==> config.mk <==
export PLATFORM = sky130hd
export DESIGN_NAME = rggen_register_bus_initiator
export DESIGN_NICKNAME = d
export VERILOG_FILES = /design/src/rtl/rggen_register_bus_initiator.sv
export SDC_FILE = /design/constraint.sdc
export NUM_CORES = 1
export LEC_CHECK = 0
export ABC_AREA = 1
export CAP_MARGIN = 20
export CORE_ASPECT_RATIO = 0.8
export CORE_MARGIN = 3
export CORE_UTILIZATION = 44
export CTS_BUF_LIST = sky130_fd_sc_hd__clkbuf_16
export DETAILED_ROUTE_END_ITERATION = 16
export PLACE_DENSITY = 0.86
export SYNTH_ARGS = -nofsm -noshare
export SYNTH_HDL_FRONTEND = slang
export SYNTH_SLANG_ARGS = --single-unit
export TNS_END_PERCENT = 20
==> constraint.sdc <==
create_clock -name i_clk -period 3.5 [get_ports i_clk]
set_clock_uncertainty 0.05 [all_clocks]
set_input_delay 0.35 -clock i_clk [delete_from_list [all_inputs] [get_ports i_clk]]
set_output_delay 0.35 -clock i_clk [all_outputs]
set_load 0.01 [all_outputs]
==> src/rtl/rggen_register_bus_initiator.sv <==
// rggen_register_bus_initiator
// Turns single host commands into register-bus requests, one outstanding at a time.
// Each request is held until the target acks or the ack timeout expires. Exactly
// one response is returned per accepted command.
module rggen_register_bus_initiator #(
    parameter int ADDRESS_WIDTH  = 8,
    parameter int DATA_WIDTH     = 32,
    parameter int TIMEOUT_CYCLES = 255,
    parameter int COUNTER_WIDTH  = 8
) (
    input  logic                      i_clk,
    input  logic                      i_rst_n,
    input  logic                      i_cmd_valid,
    output logic                      o_cmd_ready,
    input  logic                      i_cmd_write,
    input  logic [ADDRESS_WIDTH-1:0]  i_cmd_address,
    input  logic [DATA_WIDTH-1:0]     i_cmd_write_data,
    input  logic [DATA_WIDTH/8-1:0]   i_cmd_strobe,
    output logic                      o_bus_valid,
    output logic                      o_bus_write,
    output logic [ADDRESS_WIDTH-1:0]  o_bus_address,
    output logic [DATA_WIDTH-1:0]     o_bus_write_data,
    output logic [DATA_WIDTH-1:0]     o_bus_mask,
    input  logic                      i_bus_ready,
    input  logic [1:0]                i_bus_status,
    input  logic [DATA_WIDTH-1:0]     i_bus_read_data,
    output logic                      o_rsp_valid,
    input  logic                      i_rsp_ready,
    output logic [1:0]                o_rsp_status,
    output logic                      o_rsp_timeout,
    output logic [DATA_WIDTH-1:0]     o_rsp_read_data
);

    localparam int STROBE_WIDTH = DATA_WIDTH / 8;
    localparam bit TIMEOUT_EN   = (TIMEOUT_CYCLES != 0);
    // Counter value seen on the last REQUEST cycle before the abort fires.
    localparam logic [COUNTER_WIDTH-1:0] TIMEOUT_LAST =
        TIMEOUT_EN ? COUNTER_WIDTH'(TIMEOUT_CYCLES - 1) : '0;
    localparam logic [1:0] STATUS_TIMEOUT = 2'b11;

    typedef enum logic [1:0] {
        IDLE,
        REQUEST,
        RESPONSE
    } state_e;

    state_e                      state_q, state_d;
    logic                        write_q, write_d;
    logic [ADDRESS_WIDTH-1:0]    address_q, address_d;
    logic [DATA_WIDTH-1:0]       write_data_q, write_data_d;
    logic [DATA_WIDTH-1:0]       mask_q, mask_d;
    logic [COUNTER_WIDTH-1:0]    count_q, count_d;
    logic [1:0]                  rsp_status_q, rsp_status_d;
    logic                        rsp_timeout_q, rsp_timeout_d;
    logic [DATA_WIDTH-1:0]       rsp_read_data_q, rsp_read_data_d;

    // Each byte strobe becomes eight identical mask bits.
    function automatic logic [DATA_WIDTH-1:0] expand_strobe(
        input logic [STROBE_WIDTH-1:0] strobe
    );
        logic [DATA_WIDTH-1:0] mask;
        mask = '0;
        for (int i = 0; i < STROBE_WIDTH; i++) begin
            mask[8*i +: 8] = {8{strobe[i]}};
        end
        return mask;
    endfunction

    // State register; reset drops bus/response valid immediately and abandons the transaction.
    always_ff @(posedge i_clk or negedge i_rst_n) begin
        if (!i_rst_n) begin
            state_q <= IDLE;
        end else begin
            state_q <= state_d;
        end
    end

    // Request payload, timeout counter and response payload registers.
    always_ff @(posedge i_clk or negedge i_rst_n) begin
        if (!i_rst_n) begin
            write_q         <= 1'b0;
            address_q       <= '0;
            write_data_q    <= '0;
            mask_q          <= '0;
            count_q         <= '0;
            rsp_status_q    <= 2'b00;
            rsp_timeout_q   <= 1'b0;
            rsp_read_data_q <= '0;
        end else begin
            write_q         <= write_d;
            address_q       <= address_d;
            write_data_q    <= write_data_d;
            mask_q          <= mask_d;
            count_q         <= count_d;
            rsp_status_q    <= rsp_status_d;
            rsp_timeout_q   <= rsp_timeout_d;
            rsp_read_data_q <= rsp_read_data_d;
        end
    end

    // Next-state and payload capture; i_bus_ready only matters while in REQUEST.
    always_comb begin
        state_d         = state_q;
        write_d         = write_q;
        address_d       = address_q;
        write_data_d    = write_data_q;
        mask_d          = mask_q;
        count_d         = count_q;
        rsp_status_d    = rsp_status_q;
        rsp_timeout_d   = rsp_timeout_q;
        rsp_read_data_d = rsp_read_data_q;

        case (state_q)
            IDLE: begin
                if (i_cmd_valid) begin
                    write_d      = i_cmd_write;
                    address_d    = i_cmd_address;
                    write_data_d = i_cmd_write_data;
                    mask_d       = expand_strobe(i_cmd_strobe);
                    count_d      = '0;
                    state_d      = REQUEST;
                end
            end
            REQUEST: begin
                if (i_bus_ready) begin
                    // A late ack on the abort cycle still counts as a normal completion.
                    rsp_status_d    = i_bus_status;
                    rsp_timeout_d   = 1'b0;
                    rsp_read_data_d = write_q ? '0 : (i_bus_read_data & mask_q);
                    state_d         = RESPONSE;
                end else if (TIMEOUT_EN && (count_q == TIMEOUT_LAST)) begin
                    rsp_status_d    = STATUS_TIMEOUT;
                    rsp_timeout_d   = 1'b1;
                    rsp_read_data_d = '0;
                    state_d         = RESPONSE;
                end else if (count_q != '1) begin
                    count_d = count_q + COUNTER_WIDTH'(1);
                end
            end
            RESPONSE: begin
                if (i_rsp_ready) begin
                    state_d = IDLE;
                end
            end
            default: begin
                state_d = IDLE;
            end
        endcase
    end

    assign o_cmd_ready      = (state_q == IDLE);
    assign o_bus_valid      = (state_q == REQUEST);
    assign o_bus_write      = write_q;
    assign o_bus_address    = address_q;
    assign o_bus_write_data = write_data_q;
    assign o_bus_mask       = mask_q;
    assign o_rsp_valid      = (state_q == RESPONSE);
    assign o_rsp_status     = rsp_status_q;
    assign o_rsp_timeout    = rsp_timeout_q;
    assign o_rsp_read_data  = rsp_read_data_q;

endmodule

# Yosys cells after proc, flatten, opt, wreduce, memory -nomap -nowiden

Cells that the tools add are included.

Bits in writable memories: 0
Memory bits (read-only): 0
Memories: 0
Bits of input ports: 84
Output and inout port bits: 111
Bits in latches: 0
Register bits after elaboration: 111
Word-level logic and storage cells: 45

Multiplexer cells: 17
Eq/ne operators: 10
Div/mod/pow operators: 0
$lt $le $gt $ge: 0
Bitwise operators: 1
Multipliers: 0
Add/sub/neg operators: 1
Reductions and logical operators: 7
Shifts and indexed selects: 0

Operator list:

| operator                                              | count |
|---|---|
| two-way mux 32 bit                                    | 3 |
| AND 32 bit                                            | 1 |
| two-way mux 8 bit                                     | 4 |
| case mux 8 bit (2 select lines)                       | 1 |
| two-way mux 2 bit                                     | 6 |
| adder 8 x 1 -> 8 bit, second input constant           | 1 |
| == test 8 bit, second input constant                  | 1 |
| inequality test 8 bit, second input constant          | 1 |
| inequality test 2 bit, second input constant          | 3 |
| case mux 2 bit (3 select lines)                       | 1 |
| AND reduction 5 bit                                   | 1 |
| inequality test 2 x 1 -> 1 bit, second input constant | 2 |
| AND reduction 2 bit                                   | 2 |
| nonzero test 2 bit                                    | 2 |
| inequality test 3 x 1 -> 1 bit, second input constant | 1 |
| AND reduction 3 bit                                   | 1 |
| == test 2 x 1 -> 1 bit, second input constant         | 1 |
| == test 2 bit, second input constant                  | 1 |
| logical NOT 2 bit                                     | 1 |
| two-way mux 1 bit                                     | 2 |

# Depth between registers and ports, before layout

Depth after elaboration: 5
Depth in mapped cells: 9
Mapped depth without buffers: 8

# Least setup slack after synthesis

Ideal clock, no wire load.

Kind: reg2reg
Start point: register state_q[0]
End point: register address_q[0], in the netlist o_bus_address[0]
Required time: 3.325 ns
Library setup time: 0.125 ns
Period minus slack after synthesis: 1.397 ns
Buffers on the path: 2
Data arrival time: 1.222 ns
Cell stages (with the launch flop): 6
Setup slack: 2.103 ns
Cells stage by stage: dfrtp_1 nor2_2 nand2_2 buf_6 buf_6 mux2_4

Word-level cells in the longest chain between the ends: 2

Ends and longest elaborated chain:

| item                          | line | source |
|---|---|---|
| start: declaration            | 47   | `state_e state_q, state_d;` |
| start signal: assignment      | 74   | `state_q <= state_d;` |
| logical NOT 2 bit             | n/a  |  |
| via o_cmd_ready               | 14   | `output logic o_cmd_ready,` |
| AND reduction 2 bit (no line) | n/a  |  |
| end signal: assignment        | 91   | `address_q <= address_d;` |
| end: declaration              | 49   | `logic [ADDRESS_WIDTH-1:0] address_q, address_d;` |

The timed path passes the listed nets, and every way through them passes these cells.
A chain may end at the register's enable or synchronous reset.

# Final worst setup path

Start point: register state_q[1]
End point: output o_bus_valid

Word-level cells in the longest chain between the ends: 1

Ends and longest elaborated chain:

| item                   | line | source |
|---|---|---|
| == test 2 x 1 -> 1 bit | 152  | `assign o_bus_valid = (state_q == REQUEST);` |
| end: declaration       | 19   | `output logic o_bus_valid,` |

No other way between the ends.

==> metrics.md <==
| Metric | Value |
|---|---|
| CTS Hold Bufs | 0 |
| CP cell instances | inv_1 -> nand2_2 -> inv_2 -> clkdlybuf4s50_1 |
| RSZ-0062 raised after global routing | no |
| Final nets | 621 |
| Max Slew Vio Count | 0 |
| Post-cts sizing count | 0 |
| CP max stage delay | roughly 580 ps |
| Full die area | about 10000 um2 |
| Hold Path Class | in -> async |
| Slowest stage cell, crit path | clkdlybuf4s50_1 |
| CORE AREA | 8710 um2 |
| Largest net degree at the start of global routing | 49 |
| Antenna cells | 0 |
| Critical path type | reg -> out |
| Buffers & Inverters on Critical Path | 3 |
| Area grow syn2layout | 51.7% |
| R2R Setup Slk | between 1500 and 2000 ps |
| IO Count | 195 |
| Crit end category | output pin |
| P_sw | around 1.8 mW |
| Cts bufs inserted | 9 |
| Combinational power share | 0.484 |
| Synth Instances | 368 |
| Crit path required time | roughly 3100 ps |
| PwrDens | 900 nW/um2 |
| Vias per Instance | just under 5 |
| Syn nets | approximately 450 |
| DIE HEIGHT | 91.8 um |
| Remaining Overflow, GRT | 0 |
| Drc violations | 0 |
| VDD IR max | 0.498 mV |
| Failing checks | negative hold slack |
| Status | finished, violations left |
| Synth warn | 0 |
| CTS tree | built |
| Max Cap Viol | 0 |
| Drt pass-1 iters | 5 |
| Yosys cell types | 23 |
| Vias post-DR | around 3200 |
| First-pass GRT wire length | 17000 um |
| Num rows | 30 |
| Clk slew on worst S/H paths | 60 ps |
| Fin Setup TNS | 0 ps |
| Clock sink count | 90 |
| Setup crit start kind | flop |
| Setup Fix Bufs, Post-CTS | 0 |
| R2r startpoint | state_q[1] |
| Setup Viol. Count Final | 0 |
| Max Root-Sink Buffers | 2 |
| Later-pin clock latency in the skew report | 320 ps |
| Switch share | 0.322 |
| # port buffers | roughly 190 |
| Die W | between 100 and 150 um |
| Top cells by area, synth | dfrtp_1 56%, mux2_4 10%, nand2_1 8.9% |
| Number of global-route vias before repair | 3368 |
| Final core utilization | 0.705 |
| R2R cell count | 7 |
| Seq pwr share | 0.335 |
| GP Congestion | 0.874 |
| Max Clk Rate | 480 MHz |
| Synth Register Bits | 90 |
| Sequential share of the synthesized area | 0.557 |
| H-Tree Depth | 3 |
| Static leakage | about 2.8 nW |
| Tmin final | 2080 ps |
| Yosys top cell by area | dfrtp_1 |
| Antenna-violating nets left | 0 |
| Slew HR | 0.516 |
| Delay-heaviest family, CP | buffers and inverters |
| Critical path arrival | 1680 ps |
| Final hold vios | 5 |
| Most common cell after layout, fill and taps aside | clkdlybuf4s50_1 |
| R2R Path End | o_rsp_read_data[3] |
| Hold slack | -11.4 ps |
| Internal power | around 3.7 mW |
| Share of the synthesized area in the top cell type | 0.557 |
| Root Driver | clkbuf_16 |
| Detailed Place HPWL | 7980 um |
| Layout cell share with drive strength beyond 1 | 0.132 |
| Detailed-route wire length per cell | 16.5 um |
| Worst Tran Pin Value | 725 ps |
| Synth Cell Area | 4050 um2 |
| Crit Path Max Fanout | 12 |
| Critical path depth | 4 |
| Global-route usage over all layers | 0.205 |
| Starting Density | 0.465 |
| Part of the cycle the worst path needs | 0.596 |
| DRT Wirelength | ~11000 um |
| Most frequent cells in the layout | 193 x clkdlybuf4s50_1, 96 x nand2_1, 90 x dfrtp_1, 44 x nand3_1, 27 x mux2_4 |
| Clk pwr share | 0.181 |
| Initial antenna violation count | 0 |
| Syn avg cell area | 11.0 um2 |
| Initial DRC Count | 135 |
## cell type report
type | instances | area, um2
Multi-Input combinational cell | 224 | 1420
Timing Repair Buffer | 198 | 1970
Sequential cell | 90 | 2250
Inverter | 12 | 45.0
Clock inverter | 6 | 83.8
Clock buffer | 9 | 225
Fill cell | 640 | 2570
Tap cell | 112 | 140
## cell usage after synthesis (all sizes together)
master	n
or2	1
ha	2
xnor2	1
nand3	45
inv	12
dfrtp	90
o21ai	10
buf	42
nand2	98
nor2	18
o311ai	1
mux2	44
a21boi	1
a21oi	1
nor3	2
## per-layer routing
metal	global-route usage	wire length (um)	up-vias
li1	-	-	1503
met1	0.240	4230	1553
met2	0.357	5470	145
met3	0.0792	965	8
met4	0.0490	70	0
met5	0	0	-
## flip-flops by register name (all words and copies together), names as in the netlist
register,cells
o_bus_write_data,32
o_rsp_read_data,32
count_q,8
o_bus_address,8
o_bus_mask,4
o_rsp_status,2
state_q,2
o_bus_write,1
o_rsp_timeout,1
## per-stage QoR
stage / hold WS [ps] / power (mW) / instances / worst slack [ps] / instance area (um2)
floorplan: 4.41 / 3.22 / 368 / 2100 / 4050
global placement: 353 / 4.46 / 636 / 1450 / 5830
detailed placement: 366 / 4.56 / 636 / 1420 / 5830
CTS: 11.6 / 5.58 / 651 / 1390 / 6140
global route: 24.7 / 5.83 / 651 / 1300 / 6140
finish: -11.4 / 5.52 / 651 / 1420 / 6140
## worst reg2reg max path: cells and delay by family (launching register included)
kind	cells	cell delay, ps
buffers and inverters	2	300
flip-flops	1	380
AND/OR/NAND/NOR	5	1100
## power by group through the flow
| stage | sequential [mW] | clock [mW] | combinational (mW) |
|---|---|---|---|
| after floorplan | 2.02 | 0 | 1.19 |
| after CTS | 1.86 | 1.01 | 2.71 |
| final | 1.85 | 0.997 | 2.68 |
| after global routing | 1.92 | 1.06 | 2.84 |
| after global placement | 1.83 | 0 | 2.63 |
| after detailed placement | 1.87 | 0 | 2.70 |
## cell families after synthesis
| kind of cell | synth area share |
|---|---|
| multiplexers | 0.147 |
| adder cells (fa/ha/maj) | 0.00618 |
| AO/OA/AOI/OAI | 0.0176 |
| buffers and inverters | 0.0921 |
| flip-flops | 0.557 |
| XOR/XNOR | 0.00216 |
| AND/OR/NAND/NOR | 0.178 |
## worst max-delay path by stage
stage / from / endpoint / slack, ps
2_1_floorplan: state_q[0] / o_bus_address[0] / 2100
3_3_place_gp: i_cmd_valid / o_bus_write_data[25] / 1450
3_5_place_dp: i_cmd_valid / o_bus_write_data[19] / 1420
4_1_cts: state_q[1] / o_bus_valid / 1390
5_1_grt: state_q[1] / o_bus_valid / 1300
6_report: state_q[1] / o_bus_valid / 1420
No activity file was read; power rests on OpenSTA's default activity.
